===== src/rtl/alu_pkg.sv =====
// Shared types and constants for the sequential ALU: opcode encoding,
// handshake FSM states and bit positions inside the flag vector.
package alu_pkg;

    typedef enum logic [3:0] {
        OP_ADD = 4'b0000,
        OP_SUB = 4'b0001,
        OP_MUL = 4'b0010,
        OP_DIV = 4'b0011,
        OP_SHL = 4'b0100,
        OP_SHR = 4'b0101,
        OP_AND = 4'b1000,
        OP_OR  = 4'b1001,
        OP_XOR = 4'b1010
    } opcode_e;

    typedef enum logic [1:0] {
        IDLE = 2'd0,
        CALC = 2'd1,
        DONE = 2'd2
    } state_e;

    localparam int FLG_Z  = 0;
    localparam int FLG_N  = 1;
    localparam int FLG_C  = 2;
    localparam int FLG_V  = 3;
    localparam int FLG_DZ = 4;

endpackage


===== src/rtl/alu_iter_muldiv.sv =====
// Iterative multiplier (shift-add) and divider (restoring), one bit per
// cycle. The first iteration happens on the start edge itself, so after
// WIDTH-1 further edges the results are final and done is raised while the
// counter sits at WIDTH-1.
module alu_iter_muldiv import alu_pkg::*; #(
    parameter int WIDTH = 8
) (
    input  logic             clk,
    input  logic             rst_n,
    input  logic             start,
    input  logic             op_div,
    input  logic [WIDTH-1:0] a,
    input  logic [WIDTH-1:0] b,
    output logic             done,
    output logic [WIDTH-1:0] prod_lo,
    output logic [WIDTH-1:0] prod_hi,
    output logic [WIDTH-1:0] quot,
    output logic [WIDTH-1:0] rem
);

    localparam int CW = $clog2(WIDTH);
    localparam logic [CW-1:0] LAST = CW'(WIDTH - 1);

    logic          busy;
    logic [CW-1:0] cnt;
    logic          div_q;
    logic          step;

    logic [WIDTH-1:0] hi_q, lo_q, mc_q, quot_q, rem_q, dvs_q;
    logic [WIDTH-1:0] hi_s, lo_s, mc_s, quot_s, rem_s, dvs_s;
    logic             div_s;
    logic [WIDTH:0]   msum, shifted, trial;
    logic [WIDTH-1:0] hi_n, lo_n, quot_n, rem_n;

    assign done = busy && (cnt == LAST);
    assign step = start || (busy && (cnt != LAST));

    assign prod_lo = lo_q;
    assign prod_hi = hi_q;
    assign quot    = quot_q;
    assign rem     = rem_q;

    // One iteration step, fed from fresh operands on start or from the registers otherwise
    always_comb begin
        hi_s   = start ? '0     : hi_q;
        lo_s   = start ? b      : lo_q;
        mc_s   = start ? a      : mc_q;
        rem_s  = start ? '0     : rem_q;
        quot_s = start ? a      : quot_q;
        dvs_s  = start ? b      : dvs_q;
        div_s  = start ? op_div : div_q;

        msum = {1'b0, hi_s} + (lo_s[0] ? {1'b0, mc_s} : '0);
        hi_n = msum[WIDTH:1];
        lo_n = {msum[0], lo_s[WIDTH-1:1]};

        shifted = {rem_s, quot_s[WIDTH-1]};
        trial   = shifted - {1'b0, dvs_s};
        if (trial[WIDTH]) begin
            rem_n  = shifted[WIDTH-1:0];
            quot_n = {quot_s[WIDTH-2:0], 1'b0};
        end else begin
            rem_n  = trial[WIDTH-1:0];
            quot_n = {quot_s[WIDTH-2:0], 1'b1};
        end
    end

    // Iteration counter and busy flag
    always_ff @(posedge clk or negedge rst_n) begin
        if (!rst_n) begin
            busy  <= 1'b0;
            cnt   <= '0;
            div_q <= 1'b0;
        end else if (start) begin
            busy  <= 1'b1;
            cnt   <= '0;
            div_q <= op_div;
        end else if (busy) begin
            if (cnt == LAST) begin
                busy <= 1'b0;
            end else begin
                cnt <= cnt + 1'b1;
            end
        end
    end

    // Accumulator and division registers; only the selected datapath moves
    always_ff @(posedge clk) begin
        if (step && !div_s) begin
            hi_q <= hi_n;
            lo_q <= lo_n;
            mc_q <= mc_s;
        end
        if (step && div_s) begin
            quot_q <= quot_n;
            rem_q  <= rem_n;
            dvs_q  <= dvs_s;
        end
    end

endmodule


===== src/rtl/alu_seq.sv =====
// Registered ALU with valid/ready handshakes. Single-cycle ops are computed
// straight from the inputs on the accept edge; MUL and DIV run in the
// iterative sub-unit. Results and flags are held until the consumer takes them.
module alu_seq import alu_pkg::*; #(
    parameter int WIDTH = 8
) (
    input  logic             clk,
    input  logic             rst_n,
    input  logic             in_valid,
    output logic             in_ready,
    input  logic [WIDTH-1:0] a,
    input  logic [WIDTH-1:0] b,
    input  logic [3:0]       opcode,
    output logic             out_valid,
    input  logic             out_ready,
    output logic [WIDTH-1:0] result,
    output logic [WIDTH-1:0] remainder,
    output logic [4:0]       flags
);

    localparam int SW = $clog2(WIDTH);

    state_e state;
    logic   accept;
    logic   is_mul, is_div, div_zero, go_iter;
    logic   op_div_q;

    logic [WIDTH-1:0] res1, rem1;
    logic             c1, v1, dz1;
    logic [WIDTH:0]   sum_w, diff_w, shl_w, shr_w;
    logic [SW-1:0]    amt;

    logic             md_done;
    logic [WIDTH-1:0] prod_lo, prod_hi, quot, rem;
    logic             mul_ovf;

    function automatic logic [4:0] mk_flags(input logic [WIDTH-1:0] r, input logic c,
                                            input logic v, input logic dz);
        logic [4:0] f;
        f         = '0;
        f[FLG_Z]  = (r == '0);
        f[FLG_N]  = r[WIDTH-1];
        f[FLG_C]  = c;
        f[FLG_V]  = v;
        f[FLG_DZ] = dz;
        return f;
    endfunction

    assign in_ready  = (state == IDLE);
    assign out_valid = (state == DONE);
    assign accept    = in_valid && in_ready;
    assign is_mul    = (opcode == OP_MUL);
    assign is_div    = (opcode == OP_DIV);
    assign div_zero  = is_div && (b == '0);
    assign go_iter   = accept && (is_mul || (is_div && !div_zero));
    assign mul_ovf   = |prod_hi;

    alu_iter_muldiv #(.WIDTH(WIDTH)) u_muldiv (
        .clk     (clk),
        .rst_n   (rst_n),
        .start   (go_iter),
        .op_div  (is_div),
        .a       (a),
        .b       (b),
        .done    (md_done),
        .prod_lo (prod_lo),
        .prod_hi (prod_hi),
        .quot    (quot),
        .rem     (rem)
    );

    // Single-cycle datapath, including the divide-by-zero shortcut
    always_comb begin
        amt    = b[SW-1:0];
        sum_w  = {1'b0, a} + {1'b0, b};
        diff_w = {1'b0, a} - {1'b0, b};
        shl_w  = {1'b0, a} << amt;
        shr_w  = {a, 1'b0} >> amt;
        res1   = '0;
        rem1   = '0;
        c1     = 1'b0;
        v1     = 1'b0;
        dz1    = 1'b0;
        case (opcode)
            OP_ADD: begin
                res1 = sum_w[WIDTH-1:0];
                c1   = sum_w[WIDTH];
                v1   = (a[WIDTH-1] == b[WIDTH-1]) && (sum_w[WIDTH-1] != a[WIDTH-1]);
            end
            OP_SUB: begin
                res1 = diff_w[WIDTH-1:0];
                c1   = diff_w[WIDTH];
                v1   = (a[WIDTH-1] != b[WIDTH-1]) && (diff_w[WIDTH-1] != a[WIDTH-1]);
            end
            OP_MUL: res1 = '0;
            OP_DIV: begin
                res1 = '1;
                rem1 = a;
                dz1  = 1'b1;
            end
            OP_SHL: begin
                res1 = shl_w[WIDTH-1:0];
                c1   = shl_w[WIDTH];
            end
            OP_SHR: begin
                res1 = shr_w[WIDTH:1];
                c1   = shr_w[0];
            end
            OP_OR:   res1 = a | b;
            OP_XOR:  res1 = a ^ b;
            default: res1 = a & b;
        endcase
    end

    // Handshake FSM and output registers; flags load only on entry to DONE
    always_ff @(posedge clk or negedge rst_n) begin
        if (!rst_n) begin
            state     <= IDLE;
            result    <= '0;
            remainder <= '0;
            flags     <= '0;
        end else begin
            case (state)
                IDLE: begin
                    if (in_valid) begin
                        if (go_iter) begin
                            state <= CALC;
                        end else begin
                            state     <= DONE;
                            result    <= res1;
                            remainder <= rem1;
                            flags     <= mk_flags(res1, c1, v1, dz1);
                        end
                    end
                end
                CALC: begin
                    if (md_done) begin
                        state <= DONE;
                        if (op_div_q) begin
                            result    <= quot;
                            remainder <= rem;
                            flags     <= mk_flags(quot, 1'b0, 1'b0, 1'b0);
                        end else begin
                            result    <= prod_lo;
                            remainder <= '0;
                            flags     <= mk_flags(prod_lo, mul_ovf, mul_ovf, 1'b0);
                        end
                    end
                end
                DONE: begin
                    if (out_ready) begin
                        state <= IDLE;
                    end
                end
                default: state <= IDLE;
            endcase
        end
    end

    // Remember which iterative result to pick up when the sub-unit finishes
    always_ff @(posedge clk) begin
        if (accept) begin
            op_div_q <= is_div;
        end
    end

endmodule


===== config.mk =====
export PLATFORM = sky130hd
export DESIGN_NAME = alu_seq
export DESIGN_NICKNAME = d
export VERILOG_FILES = /design/src/rtl/alu_pkg.sv /design/src/rtl/alu_iter_muldiv.sv /design/src/rtl/alu_seq.sv
export SDC_FILE = /design/constraint.sdc
export NUM_CORES = 1
export LEC_CHECK = 0
export CAP_MARGIN = 10
export CORE_MARGIN = 8
export CORE_UTILIZATION = 54
export DETAILED_ROUTE_END_ITERATION = 6
export PLACE_DENSITY = 0.79
export SYNTH_ARGS = -nofsm -noshare
export SYNTH_HDL_FRONTEND = slang
export SYNTH_SLANG_ARGS = --single-unit

===== constraint.sdc =====
create_clock -name clk -period 11.9 [get_ports clk]
set_clock_uncertainty 0.05 [all_clocks]
set_input_delay 2.975 -clock clk [delete_from_list [all_inputs] [get_ports clk]]
set_output_delay 2.975 -clock clk [all_outputs]
set_load 0.005 [all_outputs]

==> results of run 1 <==
[final timing paths]
check	start	end	slack [ns]
max	b[2]	u_muldiv.rem[4]	4.25
min	result[3]	result[3]	0.45
max reg2reg	state[1]	u_muldiv.rem[4]	7.43
min reg2reg	result[3]	result[3]	0.45
max in group asynchronous	rst_n	u_muldiv.busy	8.59
min in group asynchronous	rst_n	remainder[6]	2.94
[kinds of logic after synthesis]
kind of cell | synth area share
XOR/XNOR | 0.02753
adder cells (fa/ha/maj) | 0.1030
flip-flops | 0.3579
buffers and inverters | 0.05799
multiplexers | 0.06946
AO/OA/AOI/OAI | 0.1806
AND/OR/NAND/NOR | 0.2034
[cells in the mapped netlist (6+ instances only)]
master	n
a211oi_1	7
a21o_1	12
a21oi_1	44
a221o_1	8
a31oi_1	11
and2_1	25
and3_1	10
buf_2	8
clkbuf_1	21
dfrtp_1	27
edfxtp_1	49
ha_1	43
inv_1	35
mux2_2	9
mux2i_1	18
mux4_2	6
nand2_1	105
nand2b_1	11
nand3_1	11
nor2_1	42
nor2b_1	10
nor3_1	14
nor4_1	6
o21ai_0	27
o21bai_1	9
xnor2_1	13
[power by group through the flow]
stage / clock network, mW / registers, mW / logic (mW)
6_report: 0.214 / 0.461 / 0.519
5_1_grt: 0.227 / 0.469 / 0.568
4_1_cts: 0.215 / 0.460 / 0.519
3_5_place_dp: 0 / 0.465 / 0.512
3_3_place_gp: 0 / 0.459 / 0.491
2_1_floorplan: 0 / 0.449 / 0.359
[sequential cells by signal (all words and copies together) (netlist names), 2 cells and up]
name / cells
remainder: 8
flags: 5
state: 2
u_muldiv.cnt: 3
u_muldiv.prod_lo: 8
u_muldiv.quot: 8
u_muldiv.dvs_q: 8
u_muldiv.rem: 8
result: 7
u_muldiv.prod_hi: 8
u_muldiv.mc_q: 8
[critical path: stages]
cell	delay [ns]
clkdlybuf4s50_1	0.67
inv_1	0.45
nand4_1	0.18
nand4_1	0.15
buf_4	0.46
nor2_1	0.12
a21oi_1	0.20
ha_1	0.18
inv_1	0.07
fa_1	0.43
a21o_1	0.17
a21oi_1	0.21
o21bai_1	0.09
a21oi_1	0.20
o21ai_0	0.19
xnor2_2	0.54
mux2_2	0.41
[per-layer routing]
layer  up-vias  routed length (µm)  GRT usage  part of all wire
met5         -                   0          0                 0
met4         0                 850     0.1434             0.050
met3        53                1488    0.03723             0.088
met2       242                8224     0.3810              0.48
met1      2509                6438     0.2790              0.38
li1       2428                   -          -                 -
[per-stage QoR]
stage	std cells	util	cell area, µm²	worst slack, ns	hold slack, ns
final	832	0.6175	6694	4.253	0.4456
after floorplan	665	-	5998	5.059	0.4233
after global routing	832	0.6175	6694	3.907	0.4826
after detailed placement	816	0.5968	6470	3.969	0.4289
after CTS	832	0.6175	6694	4.309	0.4495
after global placement	816	0.5968	6470	4.207	0.4101
[placed cells by master (no fill, tap or decap), types with 25 or more instances in the layout]
cell,n
edfxtp_1,49
inv_1,35
nor2_1,42
o21ai_0,27
clkdlybuf4s50_1,46
ha_1,43
a21oi_1,43
and2_1,25
dfrtp_1,27
nand2_1,105
[layout make-up]
| cell class | count | share of cell area |
|---|---|---|
| Clock buffer | 13 | 0.03028 |
| Clock inverter | 3 | 0.003178 |
| Inverter | 38 | 0.02131 |
| Multi-Input combinational cell | 511 | 0.5239 |
| Sequential cell | 76 | 0.3207 |
| Tap cell | 140 | 0.02617 |
| Timing Repair Buffer | 51 | 0.07439 |
==> reports/results.txt, run 1 <==
Clk Latency, worst-skew pair: 0.36 ns
Core Region: 0.01084 mm²
CP Launch Type: primary input
clock sinks: 76
Avg Cell Area, Syn: 9.020 µm²
failing checks: DRC
cell taking the most area after synthesis: edfxtp_1
run status: complete, but fails checks
Fmax achieved: 130.8 MHz
Syn Nets: 736
Slew Limit Fails: 0
Iter 0 DRT Violations: 679
period utilisation layout: 0.6426
Crit Path Max Fanout: 54
crit path capture type: register
Buffers on Ports: 46
CTS Buffer Depth: 2
Die H: 121.4 µm
Hold Path Depth: 2
MaxCap Viol Count: 0
critical path data arrival time: 7.70 ns
Syn Std Cell Area: 0.005998 mm²
power per cell area: 178.2 mW/mm²
Clock Tree Root: clkbuf_8
relative max-transition margin: 0.2613
worst setup path class: in2reg
GR Overflow Total: 0
Final min period: 7.647 ns
peak supply drop: 138.6 µV
largest net degree at the start of global routing: 55
Main synth FF type: edfxtp_1
post-synthesis cell count: 665
gpl congestion: 0.9703
Initial Util: 0.5533
postcts setup bufs: 0
worst-case reg-to-reg path depth: 16
sequential cell area fraction in the yosys report: 0.3579
# rows: 38
Fillers: 915
largest cells by area after synthesis: edfxtp_1 25%, dfrtp_1 11%, ha_1 9.0%, nand2_1 6.6%, a21oi_1 3.7%
All-Layer GR Usage: 0.2317
fraction of layout cells with a size suffix above 1: 0.06647
combinational power share: 0.435
fraction of registers with async set/reset: 0.3553
Slew @ Worst Pin: 1.108 ns
vias in the first global route: 5268
yosys warns: 0
Seq pwr share: 0.386
FF+latch area: 0.002147 mm²
first-pass GRT wire length: 27.19 mm
DRC: 2
Clock power frac: 0.179
EDFF count, synth: 49
CTS Hold Bufs: 0
Final setup viols: 0
CTS tree: built
Die W: 121.4 µm
final WL: 17.00 mm
drt via density: 6.288
post-synth top area share: 0.2453
clock slew at the register clock pins of the worst setup and hold paths: 0.09 ns
multi-input combinational cell area: 0.003507 mm²
initial antenna violation count: 0
Die ar.: 0.01474 mm²
setup TNS: 0 ns
Design Power: 1.193 mW
routed len/inst: 20.43 µm
Antenna Nets Post-Route: 0
Nets: 758
# resized after CTS: 0
Sw Ratio: 0.3609
worst hold path class: reg2reg
RSZ-0062 raised after global routing: no
IO Pins: 47
DRT Pass-1 Iters: 7
Lkg Pwr: 2.889 nW
H-tree levels: 3
synthesized flop and latch total: 76
Unique masters post-synth: 68
ant diodes: 0
Vias: 5232
DPL Wire Length: 12.38 mm
CTS buffer count: 9
P&R area growth vs syn: 11.60%
Int Power: 0.7624 mW
Final Hold Viols: 0
Required @ worst endpoint: 11.95 ns
switching power total: 0.4305 mW
No activity file was read; power rests on OpenSTA's default activity.
==> run 2, diff against run 1 <==
==> constraint.sdc (replaced) <==
create_clock -name clk -period 7.4 [get_ports clk]
set_clock_uncertainty 0.05 [all_clocks]
set_input_delay 1.85 -clock clk [delete_from_list [all_inputs] [get_ports clk]]
set_output_delay 1.85 -clock clk [all_outputs]
set_load 0.005 [all_outputs]
==> reports/results.txt, run 2 (same netlist as run 1, synthesis figures left out) <==
run status: finished clean
crit path capture type: register
relative max-transition margin: 0.2589 (-0.002444)
most frequent cells in the layout: 105 x nand2_1, 49 x edfxtp_1, 46 x clkdlybuf4s50_1, 43 x a21oi_1, 43 x ha_1
Worst Hold End: result[0]
Post-Place Cell Area: 0.006500 mm² (+0.46%)
routed len/inst: 20.81 µm (+1.8%)
Buffers on Ports: 46 (unchanged)
Hold Path Depth: 2 (unchanged)
commonest non-fill, non-tap cell in the layout: nand2_1
Required @ worst endpoint: 7.45 ns (-4.50 ns)
MaxCap Viol Count: 0 (unchanged)
Final min period: 6.572 ns
Crit Path Max Fanout: 17 (-69%)
critical path data arrival time: 6.62 ns (-1.08 ns)
Antenna Nets Post-Route: 0 (unchanged)
drt via density: 6.234 (-0.86%)
peak supply drop: 224.2 µV (+62%)
clock slew at the register clock pins of the worst setup and hold paths: 0.08 ns (about the same)
vias in the first global route: 5144 (-2.4%)
All-Layer GR Usage: 0.2379 (+0.006237)
met1 Usage GRT: 0.2832 (+0.004196)
met3 usage: 0.04095 (+0.003723)
R2R setup slack: 2.65 ns (-4.78 ns)
Worst R2R Start: state[1]
Final setup viols: 0 (unchanged)
# resized after CTS: 0 (unchanged)
Clk Latency, worst-skew pair: 0.35 ns (about the same)
DRT Pass-1 Iters: 5 (-2)
clock sinks: 76 (unchanged)
CTS tree: built
worst hold path class: reg2reg
ant diodes: 0 (unchanged)
fraction of layout cells with a size suffix above 1: 0.07184 (+0.005365)
Clock Tree Root: clkbuf_8
power per cell area: 286.5 mW/mm² (+61%)
Final Hold Viols: 0 (unchanged)
CTS Hold Bufs: 0 (unchanged)
HP Start: result[0]
Initial Util: 0.5533 (unchanged)
period utilisation layout: 0.8881
DPL Wire Length: 12.79 mm (+3.3%)
Die H: 121.4 µm (unchanged)
Fmax achieved: 152.2 MHz
post-route cell area: 0.006716 mm² (+0.34%)
GR Overflow Total: 0 (unchanged)
worst-case reg-to-reg path depth: 14 (-2)
setup TNS: 0 ns (unchanged)
routing usage on met2: 0.4064 (+0.02542)
Nets: 762 (+0.53%)
DRC: 0 (-2)
Reg-to-Reg End: u_muldiv.rem[3]
CTS Buffer Depth: 2 (unchanged)
Slew @ Worst Pin: 1.112 ns (+0.003666 ns)
P&R area growth vs syn: 11.97%
setup ws final: 0.8284 ns (-3.425 ns)
Lkg Pwr: 2.894 nW (+0.18%)
Core Region: 0.01084 mm² (unchanged)
postcts setup bufs: 0 (unchanged)
# rows: 38 (unchanged)
CTS buffer count: 9 (unchanged)
gpl congestion: 0.9249 (-4.7%)
IO Pins: 47 (unchanged)
worst setup path class: in2reg
Die ar.: 0.01474 mm² (unchanged)
CP Launch Type: primary input
Vias: 5212 (-0.38%)
pre-CTS WS: 0.5351 ns (-3.434 ns)
H-tree levels: 3 (unchanged)
first-pass GRT wire length: 27.48 mm (+1.0%)
final WL: 17.40 mm (+2.3%)
Slew Limit Fails: 0 (unchanged)
RSZ-0062 raised after global routing: no
Die W: 121.4 µm (unchanged)
WHS: 0.4363 ns (-0.009289 ns)
GRT Max-Usage Layer: met2
Iter 0 DRT Violations: 721 (+6.2%)
initial antenna violation count: 0 (unchanged)
largest net degree at the start of global routing: 34 (-38%)
[run 2: changes by cell type in the layout (fill, tap and decap cells not counted)]
cell / delta
inv_4: -2
clkbuf_16: -3
bufinv_16: +2
clkinv_2: +1
clkinvlp_4: +2
buf_4: +4
[run 2: cell type report]
type	count	area [µm²]
fillers	920	4124
clock inverters	6	88.84
flip-flops and latches	76	2147
multi-input cells	511	3507
clock buffers	10	127.6
inverters	38	142.6
well taps	140	175.2
repair buffers	55	528.0
[run 2: through the flow]
stage	total power, mW	utilization	instances
2_1_floorplan	1.300	-	665
3_3_place_gp	1.530	0.5996	820
3_5_place_dp	1.571	0.5996	820
4_1_cts	1.928	0.6196	836
5_1_grt	2.051	0.6196	836
6_report	1.924	0.6196	836
[run 2: critical path: stages]
cell and delay (ns):
clkdlybuf4s50_1 0.80, inv_1 0.09, buf_4 0.20, nand4_1 0.12
nand4_1 0.56, o21ai_0 0.50, ha_1 0.21, inv_1 0.06
fa_1 0.42, a21o_1 0.17, a21oi_1 0.21, o21bai_1 0.08
a21oi_1 0.22, o21ai_0 0.19, xnor2_2 0.51, mux2_2 0.41
[run 2: how the worst max path moves through the flow]
stage                     from              end  slack, ns  cells past startpoint
after floorplan           b[1]  u_muldiv.rem[1]       1.68                     18
after global placement    b[2]  u_muldiv.rem[1]       0.84                     16
after detailed placement  b[2]  u_muldiv.rem[3]       0.54                     16
after CTS                 b[2]  u_muldiv.rem[3]       0.90                     16
after global routing      b[2]  u_muldiv.rem[5]       0.43                     16
final                     b[2]  u_muldiv.rem[3]       0.83                     16
[run 2: per-layer routing]
| layer | share of wire | wire, µm |
|---|---|---|
| met5 | 0 | 0 |
| met2 | 0.50 | 8703 |
| met4 | 0.041 | 714 |
| met1 | 0.38 | 6648 |
| met3 | 0.077 | 1331 |
[run 2: power by group]
| group | total, mW | internal [mW] | leakage (nW) | switching [mW] |
|---|---|---|---|---|
| Combinational | 0.843 | 0.387 | 1.99 | 0.456 |
| Clock | 0.344 | 0.190 | 0.102 | 0.154 |
| Sequential | 0.737 | 0.657 | 0.800 | 0.0800 |
| Total | 1.92 | 1.23 | 2.89 | 0.690 |
